==> src/rtl/fetch_unit.sv <==
// fetch_unit -- instruction fetch stage between the PC block and decode.
//
// Issues one word request at a time to instruction memory, queues returned
// instructions with their PCs in a DEPTH-entry FIFO and presents the head to
// decode with a valid/ready handshake. A redirect (flush) empties the queue
// and discards any in-flight response.
//
// Optional feature (macro FETCH_MISALIGN_TRAP_EN):
//   defined   -> adds output fetch_fault; a misaligned pc_in seen in IDLE
//                blocks fetch and raises fetch_fault until flush/reset.
//   undefined -> pc_in[1:0] ignored, addresses forced word-aligned.
//
// Ports:
//   clock, reset        clock, synchronous active-high reset
//   pc_in, pc_en        current PC in, advance/load enable out
//   flush               redirect taken this cycle
//   imem_req/addr/ack   request channel (held until ack)
//   imem_rvalid/rdata   response channel
//   instr_valid/out/pc  queue head to decode, instr_ready consumes it
//   fetch_fault         misaligned-PC trap flag (feature build only)
module fetch_unit #(
  parameter int          DEPTH     = 2,
  parameter logic [31:0] NOP_INSTR = 32'h0000_0013
) (
  input  logic        clock,
  input  logic        reset,
  input  logic [31:0] pc_in,
  output logic        pc_en,
  input  logic        flush,
  output logic        imem_req,
  output logic [31:0] imem_addr,
  input  logic        imem_ack,
  input  logic        imem_rvalid,
  input  logic [31:0] imem_rdata,
  output logic        instr_valid,
  output logic [31:0] instr_out,
  output logic [31:0] instr_pc,
  input  logic        instr_ready
`ifdef FETCH_MISALIGN_TRAP_EN
  ,
  output logic        fetch_fault
`endif
);

  localparam int AW = $clog2(DEPTH);
  localparam int CW = AW + 1;

  localparam logic [1:0] IDLE      = 2'd0;
  localparam logic [1:0] WAIT_ACK  = 2'd1;
  localparam logic [1:0] WAIT_DATA = 2'd2;
  localparam logic [1:0] DROP      = 2'd3;

  logic [1:0]    state, state_nxt;
  logic [AW-1:0] rd_ptr, wr_ptr;
  logic [CW-1:0] count, count_after;
  logic [31:0]   q_instr [DEPTH];
  logic [31:0]   q_pc    [DEPTH];

  logic        push, pop, issue, misalign, fault;
  logic [31:0] addr_aligned;

  assign addr_aligned = {pc_in[31:2], 2'b00};

`ifdef FETCH_MISALIGN_TRAP_EN
  assign misalign    = pc_in[1:0] != 2'b00;
  assign fetch_fault = fault;
`else
  logic unused_pc_lsb;
  assign unused_pc_lsb = ^pc_in[1:0];
  assign misalign      = 1'b0;
`endif

  // Queue head / handshake
  assign instr_valid = count != '0;
  assign instr_out   = instr_valid ? q_instr[rd_ptr] : NOP_INSTR;
  assign instr_pc    = instr_valid ? q_pc[rd_ptr] : 32'h0;
  assign pop         = instr_valid & instr_ready;
  // A response arriving together with a flush is never queued.
  assign push        = (state == WAIT_DATA) & imem_rvalid & ~flush;
  assign count_after = count + CW'(push) - CW'(pop);

  assign pc_en = (imem_req & imem_ack) | flush;

  always_comb begin
    state_nxt = state;
    issue     = 1'b0;
    case (state)
      IDLE: begin
        if (~flush & ~misalign & ~fault & (count < CW'(DEPTH))) begin
          state_nxt = WAIT_ACK;
          issue     = 1'b1;
        end
      end
      WAIT_ACK: begin
        if (flush)         state_nxt = imem_ack ? DROP : IDLE;
        else if (imem_ack) state_nxt = WAIT_DATA;
      end
      WAIT_DATA: begin
        // Flush with the response in the same cycle: the response is the one
        // we owed, so it is discarded here and nothing is left to drop.
        if (flush) state_nxt = imem_rvalid ? IDLE : DROP;
        else if (imem_rvalid) begin
          // Back-to-back fetch when room remains; a misaligned PC falls back
          // to IDLE so the trap is taken there.
          if ((count_after < CW'(DEPTH)) & ~misalign) begin
            state_nxt = WAIT_ACK;
            issue     = 1'b1;
          end else begin
            state_nxt = IDLE;
          end
        end
      end
      DROP: begin
        // A flush in DROP keeps dropping; only the owed response ends it.
        if (imem_rvalid) state_nxt = IDLE;
      end
      default: state_nxt = IDLE;
    endcase
  end

  always_ff @(posedge clock) begin
    if (reset) begin
      state     <= IDLE;
      imem_req  <= 1'b0;
      imem_addr <= 32'h0;
    end else begin
      state    <= state_nxt;
      // Request is held until ack; dropped early only by a flush.
      imem_req <= issue | ((state == WAIT_ACK) & ~imem_ack & ~flush);
      if (issue) imem_addr <= addr_aligned;
    end
  end

  always_ff @(posedge clock) begin
    if (reset | flush) begin
      count  <= '0;
      rd_ptr <= '0;
      wr_ptr <= '0;
    end else begin
      count <= count_after;
      if (push) wr_ptr <= wr_ptr + AW'(1);
      if (pop)  rd_ptr <= rd_ptr + AW'(1);
    end
  end

  // Storage needs no reset: entries are only visible while count covers them.
  always_ff @(posedge clock) begin
    if (push & ~reset) begin
      q_instr[wr_ptr] <= imem_rdata;
      q_pc[wr_ptr]    <= imem_addr;
    end
  end

`ifdef FETCH_MISALIGN_TRAP_EN
  always_ff @(posedge clock) begin
    if (reset | flush)                  fault <= 1'b0;
    else if ((state == IDLE) & misalign) fault <= 1'b1;
  end
`else
  assign fault = 1'b0;
`endif

endmodule

==> config.mk <==
export PLATFORM = sky130hd
export DESIGN_NAME = fetch_unit
export DESIGN_NICKNAME = d
export VERILOG_FILES = /design/src/rtl/fetch_unit.sv
export SDC_FILE = /design/constraint.sdc
export NUM_CORES = 1
export LEC_CHECK = 0
export ABC_AREA = 1
export CELL_PAD_IN_SITES_DETAIL_PLACEMENT = 1
export CELL_PAD_IN_SITES_GLOBAL_PLACEMENT = 2
export CORE_AREA = 8 8 150 152
export CTS_CLUSTER_DIAMETER = 40
export DETAILED_ROUTE_END_ITERATION = 10
export DIE_AREA = 0 0 158 160
export GPL_TIMING_DRIVEN = 0
export PLACE_DENSITY_LB_ADDON = 0.08
export SETUP_SLACK_MARGIN = 0.15
export SLEW_MARGIN = 20
export SYNTH_ARGS = -nofsm -noshare
export SYNTH_HDL_FRONTEND = slang
export SYNTH_SLANG_ARGS = --single-unit
==> constraint.sdc <==
create_clock -name clock -period 11.3 [get_ports clock]
set_clock_uncertainty 0.1 [all_clocks]
set_input_delay 2.26 -clock clock [delete_from_list [all_inputs] [get_ports clock]]
set_output_delay 2.26 -clock clock [all_outputs]
set_load 0.02 [all_outputs]
# --- After elaboration in Yosys (flattened, before gate mapping) ---
# Memories as Yosys holds them, arrays and structs flattened. A register that Yosys moved wholly into a read port is not among the register bits.
# Index checks and enable logic that the tools add are counted.
# W data, S select, Z words.
totals:
  output_inout_bits: 99
  memories: 2
  word_cells: 61
  ramBits: 124
  reg_bits: 37
classes:
  bitwise: 14
  magnitude_cmp: 2
  reduce_logical: 3
  n_mux: 23
  addsub: 4
  n_eq_ne: 7
mem_list:
  columns: ["memory", "words", "word_bits", "rd", "rd_clocked_by_memory_dff", "wr", "line", "rtl"]
  rows:
  - ["q_instr", 2, 32, 1, 1, 1, "56", "logic [31:0] q_instr [DEPTH];"]
  - ["q_pc", 2, 30, 1, 1, 1, "57", "logic [31:0] q_pc [DEPTH];"]
op_table:
  columns: ["operator", "n"]
  rows:
  - ["$mux W32", 2]
  - ["$mux W2", 8]
  - ["$mux W1", 11]
  - ["$and A1 B1 Y1", 8]
  - ["$pmux W2 S4", 1]
  - ["$ne A3 B3 Y1 const B", 2]
  - ["$eq A2 B2 Y1 const B", 2]
  - ["$lt A2 B2 Y1 const B", 2]
  - ["$ne A2 B2 Y1 const B", 2]
  - ["$reduce_and A4 Y1", 1]
  - ["$not A1 Y1", 3]
  - ["$or A1 B1 Y1", 3]
  - ["$add A1 B1 Y1 const B", 2]
  - ["$add A2 B1 Y2", 1]
  - ["$eq A2 B1 Y1 const B", 1]
  - ["$logic_not A2 Y1", 1]
  - ["$pmux W1 S2", 1]
  - ["$reduce_bool A2 Y1", 1]
  - ["$sub A2 B1 Y2", 1]

# --- Longest topological paths before layout ---
# Gate-level depths: netlist of run 1.
depth:
  depth_word: 11
  mapped_depth: 15
  ltp_nobuf: 14

# --- Worst setup path after synthesis of run 1 ---
# OpenSTA, ideal clock, no wires.
synth_timing:
  path_type: "input -> register"
  start: "input port flush"
  end: "memory q_instr[0][0], enable pin"
  setup_ns: 0.558
  arrival_time_ns: 6.846
  path_stages: 4
  setup_slack_ns: 3.796
  cell_sequence: "buf_4 > nor2_4 > inv_1 > nor3_1"
synth_between:
  elab_chain_cells: 5
synth_lines:
  columns: ["element", "line", "rtl"]
  rows:
  - ["from (decl)", "29", "input logic flush,"]
  - ["$not A1 Y1", "79", "assign push = (state == WAIT_DATA) & imem_rvalid & ~flush;"]
  - ["$and A1 B1 Y1", "79", null]
  - ["$and A1 B1 Y1", "148", "if (push & ~reset) begin"]
  - ["$mux W1", "148", null]
  - ["$mux W1 (not written as such)", "149", "q_instr[wr_ptr] <= imem_rdata;"]
  - ["to (decl)", "56", null]
# Every way passes these cells.

# --- Final worst setup path of run 1 ---
layout_timing:
  start: "input port imem_ack"
  end: "output port pc_en"
layout_between:
  elab_chain_cells: 2
layout_lines:
  columns: ["element", "line", "rtl"]
  rows:
  - ["from (decl)", "32", "input logic imem_ack,"]
  - ["$and A1 B1 Y1", "82", "assign pc_en = (imem_req & imem_ack) | flush;"]
  - ["$or A1 B1 Y1", "82", null]
  - ["to (decl)", "28", "output logic pc_en,"]
# Every way passes these cells.

==> results by group, run 1 <==
Synth
  – EDFF count, synth: 124
  – Post-Synthesis Cells: 598
  – Top_reg_cell synth: edfxtp_1
  – Yosys Warn Count: 0
  – FF+latch count, synth: 162
  – Syn avg cell area: 10.8 µm²
  – Seq/Total Area, Yosys: 0.692
  – Synth cell types: 27
  – Asr flop ratio synth: 0
  – Post-Syn Area: 6480 µm²

Timing
  – Fin crit share: 0.519
  – Worst setup margin: 5440 ps
  – Fin crit period: 5860 ps
  – Setup Viol. Count Final: 0
  – Final setup TNS: 0 ps
  – Fmax: 171 MHz
  – Rel. slew slack: 0.469
  – RSZ-0062 raised after global routing: no
  – Final hold violations: 0
  – Max Slew Vio Count: 0
  – Worst-Margin Slew: 792 ps

Global route
  – GR Util met1: 0.169
  – GR Util met2: 0.260
  – Gr ovfl total: 0
  – GR peak layer: met2
  – Met3 GRT Util: 0.0391
  – Pin count of the biggest net entering global routing: 17
  – Global-route wire length before repair: 28.1 mm
  – GRT Total Usage: 0.146
  – Number of global-route vias before repair: 5,120
  – Antenna violations before repair: 0

Floorplanning
  – Initial core utilization: 0.323
  – FP Rows: 52
  – Die Height: 160 µm
  – DIE WIDTH: 158 µm
  – # IOs: 169
  – Std-Cell Core Area: 20,000 µm²
  – Die area: 25,300 µm²

Worst setup path
  – CP Max Fanout: 4
  – Crit end category: primary output
  – Critical Path Source Type: primary input
  – CP bufs+invs: 2
  – FF-to-FF path depth: 15
  – CP cell instances: clkdlybuf4s50_1 -> nand2_1 -> nand2_1 -> clkdlybuf4s50_1
  – Flop2flop setup slack: 8510 ps
  – Critical Path RT: 8940 ps
  – Crit-path leading delay family: buffers and inverters
  – Kind of critical path: in2out
  – Worst path max stage delay: 600 ps
  – Critical path arrival: 3500 ps
  – Worst reg2reg path endpoint: imem_addr[21]
  – RR Startpoint: count[1]
  – CP max-delay cell: clkdlybuf4s50_1

Min path
  – Worst Min Path Start: rd_ptr
  – HP Class: reg2reg
  – Hold Path Stages: 1

Outcome
  – Outcome: completed

Clocking
  – Post-CTS setup buffer count: 0
  – Post-CTS Resized: 0
  – Clk slew on worst S/H paths: 50 ps
  – Sink Count: 162
  – Clock tree buffer depth: 2
  – CTS tree: built
  – Root buf cell: clkbuf_16
  – H-tree levels: 4
  – Clock Latency Late Sink: 420 ps
  – TritonCTS buffer count: 17
  – Hold bufs inserted after CTS: 0

Power
  – Power density cells: 169 nW/µm²
  – Lkg Pwr: 3.47 nW
  – VDD IR-drop max: 0.0983 mV

Placed design
  – Routability cong.: 0.737
  – Placed wire-length estimate: 13.8 mm
  – Place WS: 5420 ps
  – Port buffer count: 161

Route
  – Pre-Repair DR Iteration Count: 4
  – DRT iter0 DRCs: 194
  – DR WL/cell: 17.0 µm
  – DR vias/cell: 4.39
  – DRC Markers: 0
  – Routed via count: 4,742
  – Final WL: 18.4 mm
  – DRT antenna net count: 0

Finish
  – Nets: 868
  – Share of layout cells above drive strength 1: 0.120
  – Area growth syn-to-layout: 41.3%
  – Diode count: 0

Run
  – Max-Cap Viols: 0
==> layout by cell type (no fill, tap or decap), types with 2 or more instances in the layout <==
cell type	netlist	routed
clkbuf_16	0	17
o21ai_0	5	5
dfxtp_1	38	38
buf_12	3	3
nor2_1	69	69
inv_2	4	4
edfxtp_1	124	124
buf_1	3	3
a21oi_1	65	65
buf_8	3	3
nand3_1	7	7
inv_6	0	2
buf_6	0	4
nand2_2	31	31
clkinv_1	0	2
buf_4	5	16
clkdlybuf4s50_1	0	161
nor3_2	0	2
buf_2	3	3
clkinvlp_4	0	2
nand3_2	2	2
conb_1	1	4
ha_1	2	2
bufinv_16	0	3
nand2_1	166	166
clkbuf_1	16	21
inv_1	42	42
==> worst max-delay path by stage <==
stage / start / endpoint / slack [ps] / cells after the start
finish: imem_ack / pc_en / 5440 / 4
global route: imem_ack / pc_en / 5370 / 4
CTS: imem_ack / pc_en / 5420 / 4
detailed placement: imem_ack / pc_en / 5420 / 4
global placement: imem_rvalid / q_instr[0][2] / 340 / 5
floorplan: flush / q_instr[0][0] / 3800 / 4
==> metal layers <==
layer	wire length, µm	share of wire	vias to the layer above
met1	7770	0.42	2277
li1	-	-	2345
met3	1010	0.055	13
met4	187	0.010	0
met2	9410	0.51	107
met5	0	0	-
==> flip-flops by register name, indices dropped and copies added (netlist names), named ones only <==
register   count
count          2
imem_addr     30
imem_req       1
q_instr       64
q_pc          60
rd_ptr         1
state          2
wr_ptr         1
==> report_power, final <==
group | switching, W | total [W] | internal (W) | leakage, nW
sequential | 0.0000293 | 0.000714 | 0.000684 | 1.44
clock | 0.000223 | 0.000571 | 0.000347 | 0.274
combinational | 0.000142 | 0.000264 | 0.000122 | 1.75
total | 0.000395 | 0.00155 | 0.00115 | 3.47
==> area by class of cell <==
class / instances / area (µm²)
buffer: 33 / 229
clock inverter: 10 / 135
sequential: 162 / 4480
multi-input combinational: 360 / 1610
inverter: 46 / 173
clock buffer: 22 / 444
tap: 270 / 338
fill: 2260 / 10900
timing repair buffer: 176 / 1740
==> through the flow <==
stage | cells | hold slack, ps | area, µm² | utilization | total power (W)
floorplan | 601 | 331 | 6490 | - | 0.000870
global placement | 1032 | 347 | 8440 | 0.421 | 0.000988
detailed placement | 1047 | 349 | 8580 | 0.428 | 0.000996
CTS | 1079 | 358 | 9160 | 0.457 | 0.00157
global route | 1079 | 395 | 9160 | 0.457 | 0.00162
finish | 1079 | 360 | 9160 | 0.457 | 0.00155
==> synthesized netlist by cell type (2+ instances only) <==
master	instances	area, µm²
buf_12	3	60.1
nand2_1	166	623
clkbuf_1	16	60.1
inv_2	4	15.0
nor2_1	69	259
buf_1	3	11.3
buf_8	3	45.0
edfxtp_1	124	3720
o21ai_0	5	25.0
nand3_2	2	20.0
buf_2	3	15.0
nor3_1	2	10.0
inv_1	42	158
nand3_1	7	35.0
ha_1	2	25.0
a21oi_1	65	325
nand2_2	31	194
buf_4	5	37.5
dfxtp_1	38	761
==> kinds of logic after synthesis <==
group,share of synthesized area
buf+inv,0.0620
compound gates,0.0558
fa+ha+maj,0.00386
other cells,0.000579
simple gates,0.186
flops,0.692
No activity file was read; power rests on OpenSTA's default activity.
==> run 2, diff against run 1 <==
--- a/config.mk
+++ b/config.mk
@@ -8,10 +8,10 @@
 export ABC_AREA = 1
 export CELL_PAD_IN_SITES_DETAIL_PLACEMENT = 1
 export CELL_PAD_IN_SITES_GLOBAL_PLACEMENT = 2
-export CORE_AREA = 8 8 150 152
+export CORE_AREA = 8 8 156 158
 export CTS_CLUSTER_DIAMETER = 40
 export DETAILED_ROUTE_END_ITERATION = 10
-export DIE_AREA = 0 0 158 160
+export DIE_AREA = 0 0 164 166
 export GPL_TIMING_DRIVEN = 0
 export PLACE_DENSITY_LB_ADDON = 0.08
 export SETUP_SLACK_MARGIN = 0.15
==> constraint.sdc (replaced) <==
create_clock -name clock -period 5.8 [get_ports clock]
set_clock_uncertainty 0.1 [all_clocks]
set_input_delay 1.16 -clock clock [delete_from_list [all_inputs] [get_ports clock]]
set_output_delay 1.16 -clock clock [all_outputs]
set_load 0.02 [all_outputs]
==> run 2 against run 1 <==
  * Register-to-register slack worse by 5600 ps
  * Hold slack gained 13 ps
  * Non-clock buffer count grew 1
  * Utilization down 4.0 points
  * Critical path depth grew 1
  * Cell count rose by 1.5%
  * Via count decreased by 1.9%
  * Global-route usage decreased by 0.87 points
  * Critical path type is now reg2out
  * Total power increased by 97%
==> results by group, run 2 (synthesized netlist as in run 1, its figures left out) <==
Global route
  – Pin count of the biggest net entering global routing: 17
  – Number of global-route vias before repair: 5,080
  – Gr ovfl total: 0
  – GRT Total Usage: 0.138
  – Global-route wire length before repair: 28.4 mm
  – Antenna violations before repair: 0

Finish
  – Largest register FFs: 64
  – Area growth syn-to-layout: 42.1%
  – Non-Filler Cell Area, Final: 9210 µm²
  – Biggest register: q_instr
  – Most common cell after layout, fill and taps aside: nand2_1
  – Register area: 4480 µm²
  – Number of fill cells in the layout: 2,433
  – Footprint of the multi-input gates: 1610 µm²
  – Diode count: 0
  – Largest registers: q_instr (64), q_pc (60), imem_addr (30)
  – Most frequent cells in the layout: nand2_1, clkdlybuf4s50_1, edfxtp_1, nor2_1, a21oi_1
  – Fin util: 0.417
  – Share of layout cells above drive strength 1: 0.130
  – Nets: 869

Timing
  – Max Slew Vio Count: 0
  – Fin crit period: 4120 ps
  – Hold WS: 374 ps
  – Setup Viol. Count Final: 0
  – Final setup TNS: 0 ps
  – RSZ-0062 raised after global routing: no
  – Final hold violations: 0
  – Worst-Margin Slew: 921 ps
  – Fmax: 243 MHz
  – Rel. slew slack: 0.384
  – Fin crit share: 0.710

Floorplanning
  – Die area: 27,200 µm²
  – FP Rows: 55
  – Initial core utilization: 0.293
  – DIE WIDTH: 164 µm
  – # IOs: 169
  – Die Height: 166 µm
  – Std-Cell Core Area: 22,100 µm²

Worst setup path
  – Crit end category: primary output
  – Kind of critical path: reg2out
  – CP Max Fanout: 10
  – Critical Path RT: 4540 ps
  – Critical Path Source Type: register
  – Critical path arrival: 2860 ps
  – FF-to-FF path depth: 15

Clocking
  – CTS tree: built
  – Root buf cell: clkbuf_16
  – Post-CTS Resized: 0
  – Sink Count: 162
  – H-tree levels: 4
  – Clock Latency Late Sink: 430 ps
  – Clk slew on worst S/H paths: 70 ps
  – Hold bufs inserted after CTS: 0
  – TritonCTS buffer count: 17
  – Clock tree buffer depth: 2
  – Post-CTS setup buffer count: 0

Route
  – Final WL: 18.3 mm
  – DR WL/cell: 16.7 µm
  – DRT iter0 DRCs: 216
  – DR vias/cell: 4.25
  – Pre-Repair DR Iteration Count: 4
  – Routed via count: 4,653
  – DRC Markers: 0
  – DRT antenna net count: 0

Power
  – Clock power frac: 0.375
  – VDD IR-drop max: 0.183 mV
  – Sw Share: 0.261
  – Lkg Pwr: 3.50 nW
  – Internal Power: 0.00225 W
  – Combinational fraction of design power: 0.169
  – NetSw: 0.000794 W
  – Power density cells: 331 nW/µm²
  – Seq pwr share: 0.456

Run
  – Max-Cap Viols: 0

Min path
  – Hold Path Stages: 1
  – HP Class: reg2reg

Placed design
  – Port buffer count: 161
  – Routability cong.: 0.728
  – Placed wire-length estimate: 14.0 mm
  – Placed cell area: 8600 µm²

Outcome
  – Outcome: completed
[run 2: layer usage]
metal	vias up	global-route usage	part of all wire	wire, µm
li1	2342	-	-	-
met1	2179	0.158	0.42	7770
met2	117	0.237	0.50	9180
met3	15	0.0459	0.060	1110
met4	0	0.0435	0.014	259
met5	-	0	0	0
[run 2: through the flow]
step	worst slack (ps)	cells	power, W
floorplan	-604	601	0.00169
global placement	-4280	1047	0.00193
detailed placement	2000	1063	0.00194
CTS	1540	1095	0.00309
global route	1460	1095	0.00318
finish	1680	1095	0.00305
[run 2: worst paths after layout]
check	start	slack (ps)	to
max reg2reg	count[1]	2890	imem_addr[18]
min	rd_ptr	370	rd_ptr
max	count[1]	1680	instr_pc[19]
min reg2reg	rd_ptr	370	rd_ptr
[run 2: critical path, cell delays in order, from the launching register on]
cell and delay [ps]:
dfxtp_1 350, nor2_1 720, buf_2 400, buf_2 290, a21oi_1 80, clkdlybuf4s50_1 590
[run 2: power by group through the flow]
stage	logic [W]	clock network [W]	registers (W)
2_1_floorplan	0.000236	0	0.00146
3_3_place_gp	0.000514	0	0.00141
3_5_place_dp	0.000525	0	0.00141
4_1_cts	0.000527	0.00118	0.00139
5_1_grt	0.000564	0.00122	0.00140
6_report	0.000514	0.00114	0.00139
[run 2: layout make-up]
type	instances	share of cell area
buffer	33	0.0249
clock buffer	17	0.0462
clock inverter	15	0.0198
inverter	46	0.0188
multi-input combinational	360	0.175
sequential	162	0.487
tap	285	0.0387
timing repair buffer	177	0.189
==> run 3, diff against run 2 <==
--- a/config.mk
+++ b/config.mk
@@ -8,10 +8,10 @@
 export ABC_AREA = 1
 export CELL_PAD_IN_SITES_DETAIL_PLACEMENT = 1
 export CELL_PAD_IN_SITES_GLOBAL_PLACEMENT = 2
-export CORE_AREA = 8 8 156 158
+export CORE_AREA = 8 8 164 166
 export CTS_CLUSTER_DIAMETER = 40
 export DETAILED_ROUTE_END_ITERATION = 10
-export DIE_AREA = 0 0 164 166
+export DIE_AREA = 0 0 172 174
 export GPL_TIMING_DRIVEN = 0
 export PLACE_DENSITY_LB_ADDON = 0.08
 export SETUP_SLACK_MARGIN = 0.15
==> constraint.sdc (replaced) <==
create_clock -name clock -period 3.45 [get_ports clock]
set_clock_uncertainty 0.1 [all_clocks]
set_input_delay 0.69 -clock clock [delete_from_list [all_inputs] [get_ports clock]]
set_output_delay 0.69 -clock clock [all_outputs]
set_load 0.02 [all_outputs]
==> run 3 against run 2 <==
  * Total power is 66% higher
  * Clock-buffer cell count stayed put
  * Critical path depth unchanged
  * Sequential share of layout area fell by 0.43 points
  * Flip-flop and latch count did not move
  * Sequential power increased by 68%
  * Non-clock buffer count decreased by 6
  * Cell count is 3.5% higher
  * Critical path type unchanged
  * Critical endpoint is now instr_pc[11]
  * Largest cell class unchanged
==> results by group, run 3 (synthesized netlist as in run 1, its figures left out) <==
Outcome
  – Outcome: completed

Clocking
  – Root buf cell: clkbuf_16
  – Clk slew on worst S/H paths: 70 ps
  – CTS tree: built
  – TritonCTS buffer count: 17
  – H-tree levels: 4
  – Clock tree buffer depth: 2
  – Hold bufs inserted after CTS: 0
  – Sink Count: 162
  – Clock Latency Late Sink: 420 ps

Global route
  – Global-route wire length before repair: 29.0 mm
  – Antenna violations before repair: 0
  – GRT Total Usage: 0.127
  – Number of global-route vias before repair: 5,161
  – Pin count of the biggest net entering global routing: 17
  – Gr ovfl total: 0

Timing
  – Rel. slew slack: 0.541
  – Final hold violations: 0
  – Worst setup margin: 315 ps
  – Fmax: 319 MHz
  – Fin crit period: 3130 ps
  – RSZ-0062 raised after global routing: no
  – Fin crit share: 0.909
  – Hold WS: 371 ps
  – Max Slew Vio Count: 0
  – Worst-Margin Slew: 686 ps
  – Setup Viol. Count Final: 0

Min path
  – Hold Path Stages: 1
  – HP Class: reg2reg

Route
  – Final WL: 18.7 mm
  – Pre-Repair DR Iteration Count: 4
  – DR vias/cell: 4.13
  – DRT antenna net count: 0
  – DRC Markers: 0
  – DR WL/cell: 16.5 µm
  – DRT iter0 DRCs: 163
  – Routed via count: 4,678

Placed design
  – Placed wire-length estimate: 14.0 mm
  – Place WS: 227 ps
  – Port buffer count: 161
  – Placed instance count: 1,102
  – Routability cong.: 0.715

Floorplanning
  – Die area: 29,900 µm²
  – Die Height: 174 µm
  – Initial core utilization: 0.264
  – Std-Cell Core Area: 24,500 µm²
  – # IOs: 169
  – FP Rows: 58
  – DIE WIDTH: 172 µm

Finish
  – Fin util: 0.379
  – Share of layout cells above drive strength 1: 0.136
  – Nets: 863
  – Most common cell after layout, fill and taps aside: nand2_1
  – Largest register FFs: 64
  – Area growth syn-to-layout: 43.4%
  – Most frequent cells in the layout: nand2_1, clkdlybuf4s50_1, edfxtp_1, nor2_1, a21oi_1
  – Diode count: 0
  – Biggest register: q_instr
  – Cell Count, Final, Fillers Out: 1,133
  – Largest registers: q_instr (64), q_pc (60), imem_addr (30)

Power
  – Lkg Pwr: 3.50 nW
  – VDD IR-drop max: 0.240 mV
  – Sw Share: 0.265
  – Total power: 0.00506 W
  – Seq pwr share: 0.462
  – NetSw: 0.00134 W
  – Clock power frac: 0.367
  – Internal Power: 0.00372 W
  – Combinational fraction of design power: 0.171
  – Power density cells: 545 nW/µm²

Worst setup path
  – CP max-delay cell: clkdlybuf4s50_1
  – Flop2flop setup slack: 1030 ps
  – Critical Path Source Type: register
  – Crit end category: primary output
  – Critical Path RT: 2660 ps
  – Critical path arrival: 2340 ps
  – Kind of critical path: reg2out
  – CP cell instances: nor2_4 -> buf_2 -> buf_2 -> a21oi_1 -> clkdlybuf4s50_1
  – CP Max Fanout: 10
  – Crit path top cell by count: buf_2
  – Worst path max stage delay: 550 ps
  – FF-to-FF path depth: 14

Run
  – Max-Cap Viols: 0
[run 3: changes by cell type in the layout (fill, tap and decap cells not counted), moves of 3 or more]
cell	change
buf_8	+10
clkinv_4	-4
buf_4	-13
clkbuf_2	+10
buf_6	-3
clkbuf_1	-11
[run 3: final timing paths]
check                 from             to
setup / recovery  count[1]   instr_pc[11]
hold / removal      rd_ptr         rd_ptr
setup reg to reg  count[1]  imem_addr[12]
hold reg to reg     rd_ptr         rd_ptr
[run 3: power groups by stage]
stage / registers [W] / logic (W) / clock network [W]
2_1_floorplan: 0.00245 / 0.000397 / 0
3_3_place_gp: 0.00238 / 0.000868 / 0
3_5_place_dp: 0.00238 / 0.000885 / 0
4_1_cts: 0.00234 / 0.000889 / 0.00192
5_1_grt: 0.00235 / 0.000948 / 0.00199
6_report: 0.00234 / 0.000866 / 0.00186
[run 3: timing repair]
action | in CTS | in global routing
endpoints found under the setup margin | 59 | 37
buffers inserted | 0 | 0
resized for setup | 7 | 13
[run 3: cell type report]
class	instances	area, µm²
fillers	2751	15200
repair buffers	171	1760
inverters	46	173
flip-flops and latches	162	4480
well taps	330	413
clock buffers	17	425
plain buffers	33	243
clock inverters	14	155
multi-input cells	360	1630
[run 3: per-stage QoR]
stage | area [µm²] | setup TNS, ps
4_1_cts | 9280 | 0
3_5_place_dp | 8690 | 0
6_report | 9290 | 0
5_1_grt | 9290 | 0
2_1_floorplan | 6500 | -72420
3_3_place_gp | 8520 | -369210
[run 3: layer usage]
layer | global-route usage | wire [µm] | part of all wire
met5 | 0 | 0 | 0
met4 | 0.0338 | 163 | 0.0087
met3 | 0.0347 | 950 | 0.051
met2 | 0.225 | 9630 | 0.51
met1 | 0.147 | 7980 | 0.43
[run 3: worst max-delay path, delay by kind of cell (launching register included)]
kind,cells,cell delay [ps]
AND/OR/NAND/NOR,1,280
buffers and inverters,3,1170
flip-flops,1,370
AO/OA/AOI/OAI,1,100
